`src/rtl/opb_status_bank_pkg.sv`:
```
// Shared offsets, FSM encoding and CTRL bit positions for the opb_status_bank OPB slave.
// Optional timestamp support in the top is controlled by OPB_STATUS_BANK_TSTAMP_EN.
package opb_status_bank_pkg;

  localparam int unsigned DATA_W = 32;
  localparam int unsigned ADDR_W = 32;
  localparam int unsigned MAX_CH = 16;
  localparam int unsigned CNT_W  = 16;

  localparam logic [ADDR_W-1:0] OFF_CTRL      = 32'h0000_0000;
  localparam logic [ADDR_W-1:0] OFF_TSTAMP    = 32'h0000_0008;
  localparam logic [ADDR_W-1:0] OFF_CH_BASE   = 32'h0000_0010;
  localparam logic [ADDR_W-1:0] OFF_CH_STRIDE = 32'h0000_0008;
  localparam logic [ADDR_W-1:0] OFF_STICKY    = 32'h0000_0004;

  // CTRL bits as LSB-0 value positions: OPB bit 31 is value bit 0.
  localparam int unsigned CTRL_SNAP_BIT = 0;
  localparam int unsigned CTRL_CLR_BIT  = 1;

  typedef enum logic [1:0] {
    ST_IDLE = 2'd0,
    ST_ACK  = 2'd1,
    ST_WAIT = 2'd2
  } opb_state_e;

  typedef struct packed {
    logic ctrl_wr;
    logic snap;
    logic clear;
  } ctrl_req_t;

  function automatic logic [ADDR_W-1:0] chan_offset(input int unsigned ch);
    return OFF_CH_BASE + OFF_CH_STRIDE * ADDR_W'(ch);
  endfunction

  function automatic logic [ADDR_W-1:0] window_last(input int unsigned num_ch);
    return chan_offset(num_ch) - 32'd1;
  endfunction

endpackage

```
`src/rtl/opb_status_bank_chan.sv`:
```
// One status channel: live capture, coherent snapshot copy and OR-accumulating sticky word.
// Snapshot always copies the pre-update live value; clear keeps a same-cycle event.
module opb_status_bank_chan
  import opb_status_bank_pkg::*;
#(
  parameter logic [DATA_W-1:0] STICKY_MASK = 32'hFFFF_FFFF
) (
  input  logic              clk_i,
  input  logic              rst_i,
  input  logic [DATA_W-1:0] data_i,
  input  logic              valid_i,
  input  logic              snap_i,
  input  logic              clear_i,
  output logic [DATA_W-1:0] snap_o,
  output logic [DATA_W-1:0] sticky_o
);

  logic [DATA_W-1:0] live_q;
  logic [DATA_W-1:0] snap_q;
  logic [DATA_W-1:0] sticky_q;
  logic [DATA_W-1:0] sticky_d;
  logic [DATA_W-1:0] masked_c;

  assign masked_c = data_i & STICKY_MASK;

  always_comb begin
    sticky_d = sticky_q;
    if (clear_i) begin
      sticky_d = valid_i ? masked_c : '0;
    end else if (valid_i) begin
      sticky_d = sticky_q | masked_c;
    end
  end

  always_ff @(posedge clk_i) begin
    if (rst_i) begin
      live_q   <= '0;
      snap_q   <= '0;
      sticky_q <= '0;
    end else begin
      if (valid_i) begin
        live_q <= data_i;
      end
      if (snap_i) begin
        snap_q <= live_q;
      end
      sticky_q <= sticky_d;
    end
  end

  assign snap_o   = snap_q;
  assign sticky_o = sticky_q;

endmodule

```
`src/rtl/opb_status_bank.sv`:
```
// Multi-channel status bank on one OPB slave window: CTRL, TSTAMP, per-channel SNAP/STICKY words.
// Define OPB_STATUS_BANK_TSTAMP_EN to add the free-running counter latched into TSTAMP on each snapshot.
module opb_status_bank
  import opb_status_bank_pkg::*;
#(
  parameter logic [31:0] C_BASEADDR    = 32'h0100_8100,
  parameter logic [31:0] C_HIGHADDR    = 32'h0100_81FF,
  parameter int unsigned C_OPB_AWIDTH  = 32,
  parameter int unsigned C_OPB_DWIDTH  = 32,
  parameter int unsigned C_NUM_CH      = 4,
  parameter logic [31:0] C_STICKY_MASK = 32'hFFFF_FFFF
) (
  input  logic                       OPB_Clk,
  input  logic                       OPB_Rst,
  input  logic [0:C_OPB_AWIDTH-1]    OPB_ABus,
  input  logic [0:C_OPB_DWIDTH/8-1]  OPB_BE,
  input  logic [0:C_OPB_DWIDTH-1]    OPB_DBus,
  input  logic                       OPB_RNW,
  input  logic                       OPB_select,
  input  logic                       OPB_seqAddr,
  output logic [0:C_OPB_DWIDTH-1]    Sl_DBus,
  output logic                       Sl_xferAck,
  output logic                       Sl_errAck,
  output logic                       Sl_retry,
  output logic                       Sl_toutSup,
  input  logic [32*C_NUM_CH-1:0]     user_data_in,
  input  logic [C_NUM_CH-1:0]        user_valid
);

  if (C_OPB_DWIDTH != DATA_W || C_OPB_AWIDTH != ADDR_W) begin : g_err_width
    $error("opb_status_bank: only 32-bit OPB address and data are supported");
  end
  if (C_NUM_CH < 1 || C_NUM_CH > MAX_CH) begin : g_err_num_ch
    $error("opb_status_bank: C_NUM_CH must be 1..16");
  end
  if ((C_HIGHADDR < C_BASEADDR) || ((C_HIGHADDR - C_BASEADDR) < window_last(C_NUM_CH))) begin : g_err_window
    $error("opb_status_bank: C_HIGHADDR too small for C_NUM_CH channels");
  end

  logic [ADDR_W-1:0] abus_w;
  logic [DATA_W-1:0] wdata_w;
  logic [3:0]        be_w;
  logic [ADDR_W-1:0] off_c;
  logic [ADDR_W-1:0] off_word_c;
  logic              in_win_c;
  logic              ctrl_wr_c;
  logic [DATA_W-1:0] rd_data_c;
  logic [DATA_W-1:0] ctrl_rd_c;
  logic [DATA_W-1:0] tstamp_w;

  opb_state_e        state_q;
  logic              ack_q;
  logic [DATA_W-1:0] dbus_q;
  ctrl_req_t         req_q;

  logic              snap_c;
  logic              clr_c;
  logic [CNT_W-1:0]  snap_cnt_q;
  logic [CNT_W-1:0]  snap_cnt_d;

  logic [DATA_W-1:0] snap_w   [C_NUM_CH];
  logic [DATA_W-1:0] sticky_w [C_NUM_CH];

  // OPB [0:31] vectors land MSB-first, so value bit 0 is OPB bit 31 and be_w[0] is OPB_BE[3].
  assign abus_w  = OPB_ABus;
  assign wdata_w = OPB_DBus;
  assign be_w    = OPB_BE;

  assign in_win_c   = OPB_select && (abus_w >= C_BASEADDR) && (abus_w <= C_HIGHADDR);
  assign off_c      = abus_w - C_BASEADDR;
  assign off_word_c = {off_c[ADDR_W-1:2], 2'b00};
  assign ctrl_wr_c  = !OPB_RNW && (off_word_c == OFF_CTRL) && be_w[0];

  assign ctrl_rd_c = {8'(C_NUM_CH), 8'h00, snap_cnt_q};

  // Read mux over the register map; unmapped in-window words return zero.
  always_comb begin
    rd_data_c = '0;
    if (off_word_c == OFF_CTRL) begin
      rd_data_c = ctrl_rd_c;
    end else if (off_word_c == OFF_TSTAMP) begin
      rd_data_c = tstamp_w;
    end
    for (int unsigned ch = 0; ch < C_NUM_CH; ch++) begin
      if (off_word_c == chan_offset(ch)) begin
        rd_data_c = snap_w[ch];
      end
      if (off_word_c == (chan_offset(ch) + OFF_STICKY)) begin
        rd_data_c = sticky_w[ch];
      end
    end
  end

  // Handshake: ack on the second select cycle, then hold off until select drops.
  always_ff @(posedge OPB_Clk) begin
    if (OPB_Rst) begin
      state_q <= ST_IDLE;
      ack_q   <= 1'b0;
      dbus_q  <= '0;
      req_q   <= '0;
    end else begin
      ack_q  <= 1'b0;
      dbus_q <= '0;
      unique case (state_q)
        ST_IDLE: begin
          if (in_win_c) begin
            state_q       <= ST_ACK;
            ack_q         <= 1'b1;
            dbus_q        <= OPB_RNW ? rd_data_c : '0;
            req_q.ctrl_wr <= ctrl_wr_c;
            req_q.snap    <= wdata_w[CTRL_SNAP_BIT];
            req_q.clear   <= wdata_w[CTRL_CLR_BIT];
          end
        end
        ST_ACK: begin
          state_q <= ST_WAIT;
        end
        ST_WAIT: begin
          if (!OPB_select) begin
            state_q <= ST_IDLE;
          end
        end
        default: begin
          state_q <= ST_IDLE;
        end
      endcase
    end
  end

  assign snap_c = (state_q == ST_ACK) && req_q.ctrl_wr && req_q.snap;
  assign clr_c  = (state_q == ST_ACK) && req_q.ctrl_wr && req_q.clear;

  assign snap_cnt_d = snap_c ? (snap_cnt_q + 16'd1) : snap_cnt_q;

  always_ff @(posedge OPB_Clk) begin
    if (OPB_Rst) begin
      snap_cnt_q <= '0;
    end else begin
      snap_cnt_q <= snap_cnt_d;
    end
  end

`ifdef OPB_STATUS_BANK_TSTAMP_EN
  logic [DATA_W-1:0] free_cnt_q;
  logic [DATA_W-1:0] tstamp_q;

  // Free-running cycle counter, sampled into TSTAMP by each snapshot.
  always_ff @(posedge OPB_Clk) begin
    if (OPB_Rst) begin
      free_cnt_q <= '0;
      tstamp_q   <= '0;
    end else begin
      free_cnt_q <= free_cnt_q + 32'd1;
      if (snap_c) begin
        tstamp_q <= free_cnt_q;
      end
    end
  end

  assign tstamp_w = tstamp_q;
`else
  assign tstamp_w = '0;
`endif

  for (genvar g = 0; g < int'(C_NUM_CH); g++) begin : g_chan
    opb_status_bank_chan #(
      .STICKY_MASK (C_STICKY_MASK)
    ) u_chan (
      .clk_i    (OPB_Clk),
      .rst_i    (OPB_Rst),
      .data_i   (user_data_in[32*g +: 32]),
      .valid_i  (user_valid[g]),
      .snap_i   (snap_c),
      .clear_i  (clr_c),
      .snap_o   (snap_w[g]),
      .sticky_o (sticky_w[g])
    );
  end

  assign Sl_DBus    = dbus_q;
  assign Sl_xferAck = ack_q;
  assign Sl_errAck  = 1'b0;
  assign Sl_retry   = 1'b0;
  assign Sl_toutSup = 1'b0;

  logic unused_ok;
  assign unused_ok = ^{OPB_seqAddr, be_w[3:1], wdata_w[DATA_W-1:2], off_c[1:0]};

endmodule

```
`config.mk`:
```
export PLATFORM = sky130hd
export DESIGN_NAME = opb_status_bank
export DESIGN_NICKNAME = d
export VERILOG_FILES = /design/src/rtl/opb_status_bank_pkg.sv /design/src/rtl/opb_status_bank_chan.sv /design/src/rtl/opb_status_bank.sv
export SDC_FILE = /design/constraint.sdc
export NUM_CORES = 1
export LEC_CHECK = 0
export CORE_MARGIN = 2
export CORE_UTILIZATION = 55
export CTS_CLUSTER_DIAMETER = 150
export CTS_CLUSTER_SIZE = 16
export DETAILED_ROUTE_END_ITERATION = 8
export GPL_ROUTABILITY_DRIVEN = 0
export PLACE_DENSITY_LB_ADDON = 0.05
export SETUP_SLACK_MARGIN = 0.05
export SYNTH_ARGS = -nofsm -noshare
export SYNTH_HDL_FRONTEND = slang
export SYNTH_SLANG_ARGS = --single-unit
```
`constraint.sdc`:
```
create_clock -name OPB_Clk -period 3.5 [get_ports OPB_Clk]
set_input_delay 0.35 -clock OPB_Clk [delete_from_list [all_inputs] [get_ports OPB_Clk]]
set_output_delay 0.35 -clock OPB_Clk [all_outputs]
set_load 0.03 [all_outputs]
```
Yosys cells after proc, flatten, opt, wreduce, memory -nomap -nowiden
Cells that the tools add are included.
Word-level totals
  flip-flop bits (word level): 438
  bits of input ports: 205
  logic and storage cells: 85
Cells by class
  add/subtract/negate cells: 2
  magnitude comparators: 2
  eq/ne operators: 12
  multiplexer cells: 25
  bitwise gates (word level): 7
  reduce and logical (&&, ||, !) cells: 18
Operators by type and width (count)
  $mux 32: 20
  $or 32x32->32: 4
  $eq 30x3->1 const B: 4
  $eq 30x4->1 const B: 4
  $ge 32x25->1 const B: 1
  $le 32x25->1 const B: 1
  $logic_not 32->1: 1
  $sub 32x25->32 const B: 1
  $mux 27: 1
  $add 16x1->16 const B: 1
  $reduce_bool 2->1: 4
  $logic_and 1x1->1: 7
  $pmux 2 s3: 1
  $mux 2: 2
  $ne 2x2->1 const B: 2
  $reduce_and 2->1: 2
  $reduce_or 4->1: 1
  $not 1->1: 3
  $eq 2x1->1 const B: 1
  $eq 2x2->1 const B: 1
  $logic_not 2->1: 1
  $reduce_or 2->1: 1
  $logic_not 1->1: 1
  $mux 1: 1

Depth between registers and ports, before layout
Gate-level depths: netlist (run 1).
  word-level depth: 11
  gate-level depth with buffers: 10
  mapped depth without buffers: 7

Modules after synthesis
A second synthesis (run 1) with hierarchy kept.
Unflattened totals
  cell total of the unflattened synthesis: 2009
  area, all modules: 18821.8 um2
Modules (own cells, without submodules)
  opb_status_bank_chan: instances 4, cells an instance 345, area each 3464.6 um2
  opb_status_bank: instances 1, cells an instance 629, area each 4963.5 um2

Worst setup path before layout (run 1)
OpenSTA, ideal clock, no wires.
  path type: input-to-reg
  from: input port OPB_ABus[17] (netlist bit)
  to: register dbus_q[26], in the netlist Sl_DBus[5]
  library setup time: 0.119 ns
  arrival time: 2.737 ns
  required time: 3.381 ns
  setup slack: 0.644 ns
  stages: 8
  cells stage by stage: or4_1 > o21a_1 > o31a_1 > or4_4 > buf_6 > nor3_4 > nand2_1 > o221a_2
Between the ends
  longest elaborated chain between the ends: 11
  elaborated cells on any way between the ends: 25
Ends and longest elaborated chain
  start, declared: RTL line opb_status_bank.sv:15  | input logic [0:C_OPB_AWIDTH-1] OPB_ABus,
  $sub 32x25->32: RTL line opb_status_bank.sv:70  | assign off_c = abus_w - C_BASEADDR;
  $logic_not 32->1: RTL line opb_status_bank.sv:79  | if (off_word_c == OFF_CTRL) begin
  $mux 27: RTL line opb_status_bank.sv:79
  $mux 32: RTL line opb_status_bank.sv:85  | if (off_word_c == chan_offset(ch)) begin
  $mux 32: RTL line opb_status_bank.sv:88  | if (off_word_c == (chan_offset(ch) + OFF_STICKY)) begin
  $mux 32: RTL line opb_status_bank.sv:85
  $mux 32: RTL line opb_status_bank.sv:88
  $mux 32: RTL line opb_status_bank.sv:85
  $mux 32: RTL line opb_status_bank.sv:88
  $mux 32: RTL line opb_status_bank.sv:85
  $mux 32: RTL line opb_status_bank.sv:88
  end signal, assigned: RTL line opb_status_bank.sv:109  | dbus_q <= OPB_RNW ? rd_data_c : '0;
  end, declared: RTL line opb_status_bank.sv:53  | logic [DATA_W-1:0] dbus_q;
Several ways; a longest one is shown, not always the timed one.
A chain may end at the register's enable or synchronous reset.

Worst setup path after layout (run 1)
  from: input port OPB_ABus[17] (netlist bit)
  to: register dbus_q[18], in the netlist Sl_DBus[13]
Between the ends
  longest elaborated chain between the ends: 10
  elaborated cells on any way between the ends: 23
Ends and longest elaborated chain (RTL line)
  $sub 32x25->32: opb_status_bank.sv:70
  $eq 30x3->1: opb_status_bank.sv:85
  $mux 32: opb_status_bank.sv:85
  $mux 32: opb_status_bank.sv:88
  $mux 32: opb_status_bank.sv:85
  $mux 32: opb_status_bank.sv:88
  $mux 32: opb_status_bank.sv:85
  $mux 32: opb_status_bank.sv:88
  $mux 32: opb_status_bank.sv:85
  $mux 32: opb_status_bank.sv:88
Several ways; a longest one is shown, not always the timed one.

==> key figures, run 1 <==
Run status
  – Status: finished clean

STA
  – Final Skew: 0.01710 ns
  – Final Hold Vio Count: 0
  – Fmax: 341.4 MHz
  – Worst-margin pin slew: 1.110 ns
  – WHS: 0.2725 ns
  – Setup tns final: 0 ns
  – Period minus WS final: 2.929 ns
  – Unrepaired setup endpoints after global routing: no
  – Max-slew headroom: 25.99%
  – Setup violators final: 0
  – Tcrit/Tclk final: 83.68%
  – Slew Viols, Final: 0

Detailed routing
  – Vias per cell: 5.798
  – DR iter-0 viols: 1333
  – WL final: 49.91 mm
  – Antenna-violating nets left: 0
  – DRC: 0
  – Vias: 15150
  – DR WL/cell: 19.11 µm
  – DR pass1 iterations: 5

Clock tree
  – Post CTS Setup Buffer Count: 0
  – CTS Buf Count: 31
  – Hold-fix buffers at CTS: 0
  – Clock Tree Buf Depth: 3
  – Clk slew on worst S/H paths: 0.07 ns
  – Root Driver: clkbuf_16
  – H-tree depth: 1
  – CTS tree: yes
  – Cts repair resizes: 0
  – Worst-Skew Late Latency: 0.57 ns
  – Clock Sinks: 438

Logic synthesis
  – Post-Syn Instances: 2081
  – Synth cell types: 60
  – Mapped Avg Cell Area: 8.263 µm²
  – Post-Syn Area: 17200 µm²
  – Synth Register Bits: 438
  – Main synth FF type: dfxtp_1
  – YS warnings: 0
  – Post-synth EDFFs: 0
  – Post-synthesis sequential area ratio: 50.99%
  – Ys async rst share: 0%

Place
  – Port bufs: 201
  – Post-DP HPWL: 32.91 mm

Power
  – Internal power: 0.007063 W
  – Sw Ratio: 23.07%
  – Clock power frac: 34.9%
  – Pwr Density: 450.9 nW/µm²
  – Combinational share of power: 7.7%
  – Peak VDD IR: 0.0003213 V
  – NetSw: 0.002118 W
  – Sequential share of power: 57.3%
  – Pleak: 7.202 nW

Floorplanning
  – Core Region: 30670 µm²
  – Row count: 64
  – Die Area: 32690 µm²
  – Die Height: 180.8 µm
  – Io pins: 241
  – Starting density of the core: 56.07%
  – Die X: 180.8 µm

Critical path
  – Setup crit start kind: input pin
  – Worst EP required: 3.97 ns
  – Highest net fanout along the worst path: 11
  – WP buf/inv: 2
  – Worst setup path category: in -> reg
  – CP max stage delay: 0.59 ns
  – CP max stage cell: or4_4
  – CP top delay family: simple AND/OR/NAND/NOR gates
  – Crit. End Element: register
  – Arr. time, crit path: 3.40 ns
  – Critical path, cell by cell: clkdlybuf4s50_1, or4_1, o21a_1, o31a_1, or4_4, nor3_4, buf_4, nand3_1, a221oi_1

Cells and area
  – Layout cells sized above 1: 6.318%
  – Layout Nets: 2423
  – Antenna Cells: 0
  – Filler instances: 2650
  – Most frequent cells in the layout: 584 x nand2_1, 438 x dfxtp_1, 417 x a21oi_1
  – Area of the multi-input gates: 7789 µm²
  – Commonest non-fill, non-tap cell in the layout: nand2_1
  – Area occupied by registers: 8768 µm²
  – Synth-to-Final Area Change: 18.41%

Global routing
  – Vias in the first global route: 14060
  – GR Overflow Total: 0
  – First-pass GRT wire length: 77.29 mm
  – Largest net degree at the start of global routing: 194
  – Initial antenna violation count: 0
  – GRT Total Usage: 29.29%

Worst hold path
  – Hold Path Class: in -> reg

Flow run
  – Number of max-cap violations: 0
## layout make-up
type	instances	share of cell area [%]
Multi-Input combinational cell	1476	38.25
Clock buffer	31	3.810
Tap cell	396	2.433
Sequential cell	438	43.07
Inverter	9	0.1659
Timing Repair Buffer	261	12.22
Clock inverter	1	0.05531
## registers in the layout, summed over array words and instances (netlist names)
name	count
Sl_xferAck	1
g_chan.u_chan.live_q	128
req_q	3
state_q	2
g_chan.u_chan.snap_o	128
g_chan.u_chan.sticky_o	128
snap_cnt_q	16
Sl_DBus	32
## metrics by stage
step / utilization, % / setup slack, ns / power (W) / area, µm² / instances
floorplan: - / 0.6445 / 0.005729 / 17200 / 2083
global placement: 63.82 / 0.1053 / 0.006059 / 19570 / 2580
detailed placement: 63.82 / 0.03935 / 0.006078 / 19570 / 2580
CTS: 66.39 / 0.6059 / 0.009229 / 20360 / 2612
global route: 66.39 / 0.3329 / 0.009488 / 20360 / 2612
finish: 66.39 / 0.5713 / 0.009181 / 20360 / 2612
## Yosys cell counts, types with 12 or more instances
library cell  number  area (µm²)
o21ai_0           37       185.2
nor2_1            34       127.6
nor4_1            20       125.1
a21oi_1          417        2087
mux4_2            16       360.4
xor2_1            13       113.9
nor3_1            16       80.08
o22ai_1           12       75.07
nand3_1           14       70.07
mux2i_1           15       150.1
nand2b_1         135       844.6
a22oi_1           14       105.1
nand2_1          586        2200
dfxtp_1          438        8768
clkbuf_1         141       529.3
a221oi_1          23       201.4
## power by group through the flow
stage          logic (W)  registers [W]  clock network [W]
2_1_floorplan   0.000386        0.00534                  0
3_3_place_gp    0.000689        0.00537                  0
3_5_place_dp    0.000703        0.00538                  0
4_1_cts         0.000708        0.00526            0.00326
5_1_grt         0.000774        0.00528            0.00344
6_report        0.000710        0.00526            0.00321
## routing by layer
layer	part of all wire (%)	vias up	GRT usage, %
met5	0	-	0
li1	-	7315	-
met3	7.9	87	4.233
met4	3.0	0	9.129
met1	44	7141	41.13
met2	45	602	46.74
## path summary, 6_finish.rpt
path,from,to,slack (ns),cells past startpoint
setup / recovery,OPB_ABus[17],Sl_DBus[13],0.57,9
hold / removal,OPB_Rst,req_q[2],0.27,2
setup reg to reg,state_q[0],Sl_DBus[13],1.21,7
hold reg to reg,g_chan[2].u_chan.live_q[29],g_chan[2].u_chan.snap_o[29],0.45,2
## kinds of logic after synthesis
| logic type | share of synthesized area [%] |
|---|---|
| buf+inv | 3.915 |
| flops | 50.99 |
| fa+ha+maj | 0.07275 |
| other cells | 0.02181 |
| mux | 3.231 |
| simple gates | 22.92 |
| xor+xnor | 0.7640 |
| compound gates | 18.08 |
Note: power is estimated with default switching activity, not from simulation.
==> run 2, diff against run 1 <==
--- a/config.mk
+++ b/config.mk
@@ -6,7 +6,7 @@
 export NUM_CORES = 1
 export LEC_CHECK = 0
 export CORE_MARGIN = 2
-export CORE_UTILIZATION = 55
+export CORE_UTILIZATION = 49
 export CTS_CLUSTER_DIAMETER = 150
 export CTS_CLUSTER_SIZE = 16
 export DETAILED_ROUTE_END_ITERATION = 8
==> constraint.sdc (replaced) <==
create_clock -name OPB_Clk -period 2.54 [get_ports OPB_Clk]
set_input_delay 0.254 -clock OPB_Clk [delete_from_list [all_inputs] [get_ports OPB_Clk]]
set_output_delay 0.254 -clock OPB_Clk [all_outputs]
set_load 0.03 [all_outputs]
==> key figures, run 2 (same netlist as run 1, synthesis figures left out) <==
Power
  – Pwr Density: 599.3 nW/µm²
  – Pleak: 7.752 nW
  – Pwr Total: 0.01281 W
  – Peak VDD IR: 0.0006348 V

Critical path
  – Reg2Reg Depth: 8
  – Worst EP required: 3.01 ns
  – Reg2Reg Setup Slack: 0.44 ns
  – CP max stage cell: or4_4
  – WP buf/inv: 4
  – Critical Path Stages: 11
  – Worst setup path category: in -> reg
  – Reg2reg start: state_q[0]
  – Arr. time, crit path: 2.88 ns
  – Critical path, cell by cell: clkdlybuf4s15_1, or4_4, o21a_4, buf_4, and3_4, or4_4, buf_6, nor3_4, buf_12, nand2_2, o221a_2
  – RR Endpoint: Sl_DBus[16]
  – Critical Path Source: OPB_ABus[22]
  – Setup crit end: Sl_DBus[5]
  – Setup crit start kind: input pin
  – CP max stage delay: 0.55 ns
  – Highest net fanout along the worst path: 7
  – CP top delay family: simple AND/OR/NAND/NOR gates
  – Crit. End Element: register
  – Most frequent CP cell: or4_4

Detailed routing
  – Antenna-violating nets left: 0
  – DRC: 0
  – DR WL/cell: 19.36 µm
  – Vias: 15500
  – WL final: 53.52 mm
  – DR pass1 iterations: 5
  – DR iter-0 viols: 1600
  – Vias per cell: 5.609

STA
  – Worst-margin pin slew: 0.7985 ns
  – Final Skew: 0.01403 ns
  – Final Hold Vio Count: 0
  – Unrepaired setup endpoints after global routing: no
  – Slew Viols, Final: 0
  – Tcrit/Tclk final: 94.91%
  – Setup tns final: 0 ns
  – Period minus WS final: 2.411 ns
  – Fmax: 414.8 MHz
  – Max-slew headroom: 46.77%
  – Setup violators final: 0

Global routing
  – Initial antenna violation count: 2
  – GR Overflow Total: 0
  – GRT Total Usage: 28.76%
  – Largest net degree at the start of global routing: 180
  – First-pass GRT wire length: 82.31 mm
  – Vias in the first global route: 14570

Clock tree
  – Root Driver: clkbuf_16
  – Clk slew on worst S/H paths: 0.07 ns
  – CTS Buf Count: 31
  – Clock Sinks: 438
  – CTS tree: yes
  – Hold-fix buffers at CTS: 0
  – H-tree depth: 1
  – Worst-Skew Late Latency: 0.59 ns
  – Clock Tree Buf Depth: 3

Floorplanning
  – Io pins: 241
  – Core Region: 34540 µm²
  – Die Height: 191.3 µm
  – Die Area: 36610 µm²
  – Row count: 68
  – Die X: 191.3 µm
  – Starting density of the core: 49.78%

Place
  – Port bufs: 201
  – Post-DP HPWL: 36.29 mm

Cells and area
  – Layout cells sized above 1: 10.96%
  – Commonest non-fill, non-tap cell in the layout: nand2_1
  – Layout Nets: 2515
  – Synth-to-Final Area Change: 24.30%
  – Antenna Cells: 0
  – Most frequent cells in the layout: 582 x nand2_1, 438 x dfxtp_1, 416 x a21oi_1

Worst hold path
  – Hold Path Class: in -> reg

Flow run
  – Number of max-cap violations: 0

Run status
  – Status: finished clean
run 2: changes by cell type in the layout (fill, tap and decap cells not counted), moves of 2 or more:
cell / delta
buf_4: +77
clkdlybuf4s50_1: -11
buf_12: +8
dlygate4sd2_1: +8
buf_6: +6
nor4_1: -3
nor4_2: +3
a22oi_1: -2
a22oi_2: +2
buf_2: +2
nand2_1: -2
nand2_2: +2
nor4b_1: -2
run 2: what timing repair did:
item	4_1_cts	5_1_grt
hold endpoints to repair	0	0
setup buffers	12	2
resized for setup	30	15
endpoints found under the setup margin	26	25
cloned	2	0
pin swaps	9	14
run 2: cell type report:
type                    instances  area [µm²]
fillers                      3129       13170
clock buffers                  31       775.7
repair buffers                353        3298
inverters                       9       33.78
flip-flops and latches        438        8768
clock inverters                 2       31.28
multi-input cells            1476        7898
well taps                     455       569.3
run 2: worst min path at each step:
| stage | to | cells after the start | slack (ns) | start |
|---|---|---|---|---|
| after floorplan | req_q[0] | 2 | 0.40 | OPB_DBus[30] |
| final | g_chan[3].u_chan.snap_o[27] | 2 | 0.06 | OPB_Rst |
| after detailed placement | g_chan[1].u_chan.snap_o[19] | 2 | 0.44 | g_chan[1].u_chan.live_q[19] |
| after global placement | g_chan[0].u_chan.snap_o[6] | 2 | 0.44 | g_chan[0].u_chan.live_q[6] |
| after global routing | g_chan[3].u_chan.snap_o[21] | 2 | 0.07 | OPB_Rst |
| after CTS | g_chan[3].u_chan.live_q[1] | 2 | 0.05 | OPB_Rst |
run 2: metal layers:
layer | track usage (%) | part of all wire, %
met3 | 4.516 | 7.0
met4 | 9.172 | 3.2
met2 | 45.32 | 45
met1 | 40.38 | 45
met5 | 0 | 0
run 2: where the power goes:
part | internal (W) | switching (W)
clock network | 0.00217 | 0.00232
registers | 0.00712 | 0.000145
logic | 0.000513 | 0.000541
total | 0.00980 | 0.00301
run 2: stage by stage:
stage / setup slack [ns] / hold slack (ns) / cells / area, µm² / util [%]
2_1_floorplan: -0.1466 / 0.4012 / 2083 / 17210 / -
3_3_place_gp: -0.6278 / 0.4365 / 2716 / 20330 / 58.87
3_5_place_dp: -0.6661 / 0.4428 / 2716 / 20330 / 58.87
4_1_cts: 0.05481 / 0.04651 / 2763 / 21330 / 61.75
5_1_grt: 0.02597 / 0.06868 / 2764 / 21370 / 61.88
6_report: 0.1293 / 0.05604 / 2764 / 21370 / 61.88
==> patch 1 (settings of run 2) <==
Set the parameter `C_NUM_CH` to 2 (it was 4).
--- a/src/rtl/opb_status_bank.sv
+++ b/src/rtl/opb_status_bank.sv
@@ -7,7 +7,7 @@
   parameter logic [31:0] C_HIGHADDR    = 32'h0100_81FF,
   parameter int unsigned C_OPB_AWIDTH  = 32,
   parameter int unsigned C_OPB_DWIDTH  = 32,
-  parameter int unsigned C_NUM_CH      = 4,
+  parameter int unsigned C_NUM_CH      = 2,
   parameter logic [31:0] C_STICKY_MASK = 32'hFFFF_FFFF
 ) (
   input  logic                       OPB_Clk,
Ports: changed (resized user_data_in and user_valid); port bits go from 241 to 175. No check against the original RTL was run, so the function may have changed too.
==> patch 1 against run 2 <==
Worst hold slack gained 0.18 ns; routed wire length shrank 55%; setup slack gained 0.063 ns; via count shrank 49%; synthesized cell count shrank 46%; power shrank 43%; sequential cell count shrank 192; core utilization shrank 0.80 points; cell area shrank 45%; register-to-register slack gained 0.34 ns; area after synthesis shrank 44%; critical path depth shrank 3; global-route usage shrank 5.5 points; final cell count shrank 46%; critical path type unchanged; highest routed layer unchanged.
==> patch 1: results (changes against run 2) <==
[clocking]
postCtsSetupBuffers=0  ; was 12
cts_inserted_buffers=19  ; was 31
clock_latency_ns=0.49  ; was 0.59 ns

[timing]
tightest_slew_ns=0.944  ; was 0.798 ns
finClkSkew_ns=0.0143  ; was 0.0140 ns

[grt]
grt_pass1_vias=7502  ; was 14600
antenna_found_initial=1  ; was 2

[logic_synthesis]
synth_top_cells_by_count=nand2_1 (283), dfxtp_1 (246), a21oi_1 (203)  ; was nand2_1 (586), dfxtp_1 (438), a21oi_1 (417)
netlist_top_cells_area=dfxtp_1 (51%), nand2_1 (11%), a21oi_1 (11%)  ; was dfxtp_1 (51%), nand2_1 (13%), a21oi_1 (12%)
synth_cell_types=47  ; was 60
yosysSeqAreaShare=0.511  ; was 0.510

[critical_path]
worstPathMaxFanout=23  ; was 7
reg2reg_slack_ns=0.78  ; was 0.44 ns
slowest_delay_ns=0.41  ; was 0.55 ns
cp.arrival_ns=2.77  ; was 2.88 ns

[placement]
place_hpwl_mm=15.8  ; was 36.3 mm
port_buffers=135  ; was 201
dpl_worst_slack_ns=-0.303  ; was -0.666 ns

[route]
wl_per_cell_um=16.2  ; was 19.4 um
first_iter_violations=513  ; was 1600
num_vias=7956  ; was 15500
dr.pass1.iters=6  ; was 5

[finish]
drive_above_1_share=0.0871  ; was 0.110
fillers=1775  ; was 3129
fin_cells=1495  ; was 2764

[pwr]
peakVddDrop_mv=0.451  ; was 0.635 mV

[status]
status=finished, final reports clean  ; unchanged

patch 1: changes by cell type in the layout (fill, tap and decap cells not counted), moves of 14 or more:
cell	before	now
nand2b_1	135	67
o311a_1	0	17
o21ai_0	37	22
nand2_1	582	281
a21oi_1	416	203
mux2_2	4	18
a221oi_1	22	1
dfxtp_1	438	246
buf_4	133	34
clkdlybuf4s50_1	183	130
patch 1: worst min-delay path, delay by kind of cell:
family,cells,cell delay [ns]
buffers and inverters,1,0.23
AOI/OAI and AO/OA,1,0.06
and+or+nand+nor,1,0.13
patch 1: metal layers:
layer  share of wire  up-vias  global-route usage
met5               0        -                   0
met4           0.015        0              0.0419
met3           0.049       27              0.0377
met2            0.45      171               0.366
met1            0.49     3729               0.341
li1                -     4029                   -
patch 1: area by class of cell:
type,count,area [um2],share of cell area
inverter,6,22.5,0.00190
timing repair buffer,177,1740,0.147
multi-input combinational,780,4340,0.367
antenna,1,2.50,0.000211
clock buffer,19,475,0.0401
clock inverter,1,11.3,0.000950
sequential,246,4920,0.416
tap,265,332,0.0280
patch 1: timing repair:
action | 4_1_cts | 5_1_grt
endpoints found under the hold margin | 1 | 0
resized for setup | 0 | 0
hold buffers | 1 | 0
patch 1: final timing paths:
| check | startpoint | end | cells after the start |
|---|---|---|---|
| max | OPB_ABus[21] | Sl_DBus[12] | 8 |
| min | user_valid[0] | g_chan[0].u_chan.sticky_o[22] | 3 |
| max reg2reg | state_q[1] | snap_cnt_q[0] | 4 |
| min reg2reg | g_chan[0].u_chan.live_q[29] | g_chan[0].u_chan.snap_o[29] | 2 |
patch 1: per-stage QoR:
stage | hold slack (ns) | cell area (um2) | power (uW)
final | 0.236 | 11800 | 7260
after global routing | 0.266 | 11800 | 7540
after CTS | 0.234 | 11800 | 7330
after detailed placement | 0.444 | 11300 | 4710
after global placement | 0.439 | 11300 | 4710
after floorplan | 0.401 | 9650 | 4420
patch 1: cell families after synthesis:
group                    after synthesis  share of synthesized area
AO/OA/AOI/OAI                        285                      0.167
multiplexers                          36                     0.0578
other                                  1                   0.000389
AND/OR/NAND/NOR                      442                      0.209
buffers and inverters                 92                     0.0415
flip-flops                           246                      0.511
adder cells (fa/ha/maj)                1                    0.00130
XOR/XNOR                              13                     0.0118
patch 1: power groups by stage:
stage / clock [uW] / sequential, uW / combinational, uW
3_5_place_dp: 0 / 4130 / 580
5_1_grt: 2850 / 4060 / 642
2_1_floorplan: 0 / 4110 / 311
4_1_cts: 2700 / 4040 / 583
3_3_place_gp: 0 / 4130 / 576
6_report: 2630 / 4040 / 581
==> patch 2 (flow settings as in run 2) <==
Made on the original files. Re-encode `opb_state_e` (3 states) as one-hot, 3 bits wide.
--- a/src/rtl/opb_status_bank_pkg.sv
+++ b/src/rtl/opb_status_bank_pkg.sv
@@ -17,10 +17,10 @@
   localparam int unsigned CTRL_SNAP_BIT = 0;
   localparam int unsigned CTRL_CLR_BIT  = 1;
 
-  typedef enum logic [1:0] {
-    ST_IDLE = 2'd0,
-    ST_ACK  = 2'd1,
-    ST_WAIT = 2'd2
+  typedef enum logic [2:0] {
+    ST_IDLE = 3'b001,
+    ST_ACK  = 3'b010,
+    ST_WAIT = 3'b100
   } opb_state_e;
 
   typedef struct packed {
Check against the original RTL: no difference found for any inputs over 4 cycles, from zero or initial values and one cycle with OPB_Rst high; so few cycles prove little.
==> patch 2 against run 2 <==
Setup slack better by 0.40 ns; clock skew fell by 0.0030 ns; fmax rose by 20%; non-clock buffer count fell by 101; combinational power fell by 6%; routed wire length down 9.5%; sequential cell count rose by 1; cell area decreased by 4.1%; core utilization shrank 2.7 points; register-to-register slack improved by 0.09 ns; area after synthesis rose by 0.24%; count of clock-buffer cells in the layout did not move; power fell by 0.99%; largest cell class unchanged; highest routed layer unchanged.
==> patch 2: results (changes against run 2) <==
[route]
vias_per_cell=5.58  ; was 5.61
first_iter_violations=913  ; was 1600
wl_per_cell_um=18.4  ; was 19.4 um
totalWireLength_mm=48.4  ; was 53.5 mm

[grt]
antenna_found_initial=0  ; was 2
grt_usage=0.258  ; was 0.288
grt_pass1_wl_mm=74.8  ; was 82.3 mm

[pwr]
netSwitchingPower_uw=2930  ; was 3010 uW
peakVddDrop_mv=0.513  ; was 0.635 mV

[logic_synthesis]
yosysSeqAreaShare=0.510  ; about the same
synth_cell_types=55  ; was 60
netlist_top_cells_area=dfxtp_1 (51%), a21oi_1 (12%), nand2_1 (12%)  ; was dfxtp_1 (51%), nand2_1 (13%), a21oi_1 (12%)
synth_top_cells_by_count=nand2_1 (558), dfxtp_1 (439), a21oi_1 (422)  ; was nand2_1 (586), dfxtp_1 (438), a21oi_1 (417)

[placement]
placed_cells=2600  ; was 2716
placed_area_um2=19700  ; was 20300 um2
dpl_worst_slack_ns=0.0104  ; was -0.666 ns

[critical_path]
slowest_delay_ns=0.45  ; was 0.55 ns
worstPathMaxFanout=9  ; was 7
r2r-start=state_q[1]  ; was state_q[0]
path_class=flip-flop to flip-flop  ; was input pin to flip-flop
ff2ff_path_depth=6  ; was 8
worstReg2RegEnd=snap_cnt_q[15]  ; was Sl_DBus[16]

[finish]
fin_nets=2384  ; was 2515
drive_above_1_share=0.0634  ; was 0.110

[timing]
finClkSkew_ns=0.0110  ; was 0.0140 ns
period_share=0.793  ; was 0.949
tightest_slew_ns=0.788  ; was 0.798 ns

[status]
status=finished, final reports clean  ; unchanged

## patch 2: logic make-up (layout without fill, tap and decap cells)
family	Yosys count	in the layout	share of synthesized area
mux	51	51	0.0309
fa+ha+maj	1	1	0.000726
compound gates	587	587	0.202
simple gates	797	797	0.209
buf+inv	180	289	0.0428
flops	439	439	0.510
xor+xnor	10	10	0.00508
other cells	1	3	0.000218
## patch 2: worst max-delay path: cells and delay by family, from the launching register on
kind / cells / cell delay [ns]
and+or+nand+nor: 4 / 1.14
DFF: 1 / 0.36
buffers and inverters: 1 / 0.21
xor gates and xnor gates: 1 / 0.17
## patch 2: cell type report
type,count,area share
clock buffers,31,0.0378
well taps,455,0.0278
inverters,5,0.000915
multi-input cells,1449,0.378
flip-flops and latches,439,0.429
clock inverters,1,0.000549
repair buffers,252,0.126
## patch 2: metal layers
layer / share of wire / track usage / vias to the layer above
met4: 0.035 / 0.0876 / 0
met2: 0.51 / 0.469 / 367
met1: 0.41 / 0.315 / 6939
met3: 0.040 / 0.0264 / 86
met5: 0 / 0 / -
li1: - / - / 7284
## patch 2: worst min path at each step
stage,from,end,slack [ns]
after floorplan,OPB_DBus[30],req_q[0],0.40
after global placement,g_chan[2].u_chan.live_q[27],g_chan[2].u_chan.snap_o[27],0.44
after detailed placement,g_chan[2].u_chan.live_q[20],g_chan[2].u_chan.snap_o[20],0.44
after CTS,OPB_Rst,snap_cnt_q[4],0.04
after global routing,OPB_Rst,req_q[0],0.06
final,OPB_Rst,snap_cnt_q[4],0.06
## patch 2: power by group through the flow
stage | logic, uW | clock network (uW) | registers (uW)
after floorplan | 532 | 0 | 7380
after global placement | 975 | 0 | 7430
after detailed placement | 990 | 0 | 7440
after CTS | 994 | 4520 | 7280
after global routing | 1080 | 4750 | 7300
final | 990 | 4420 | 7270
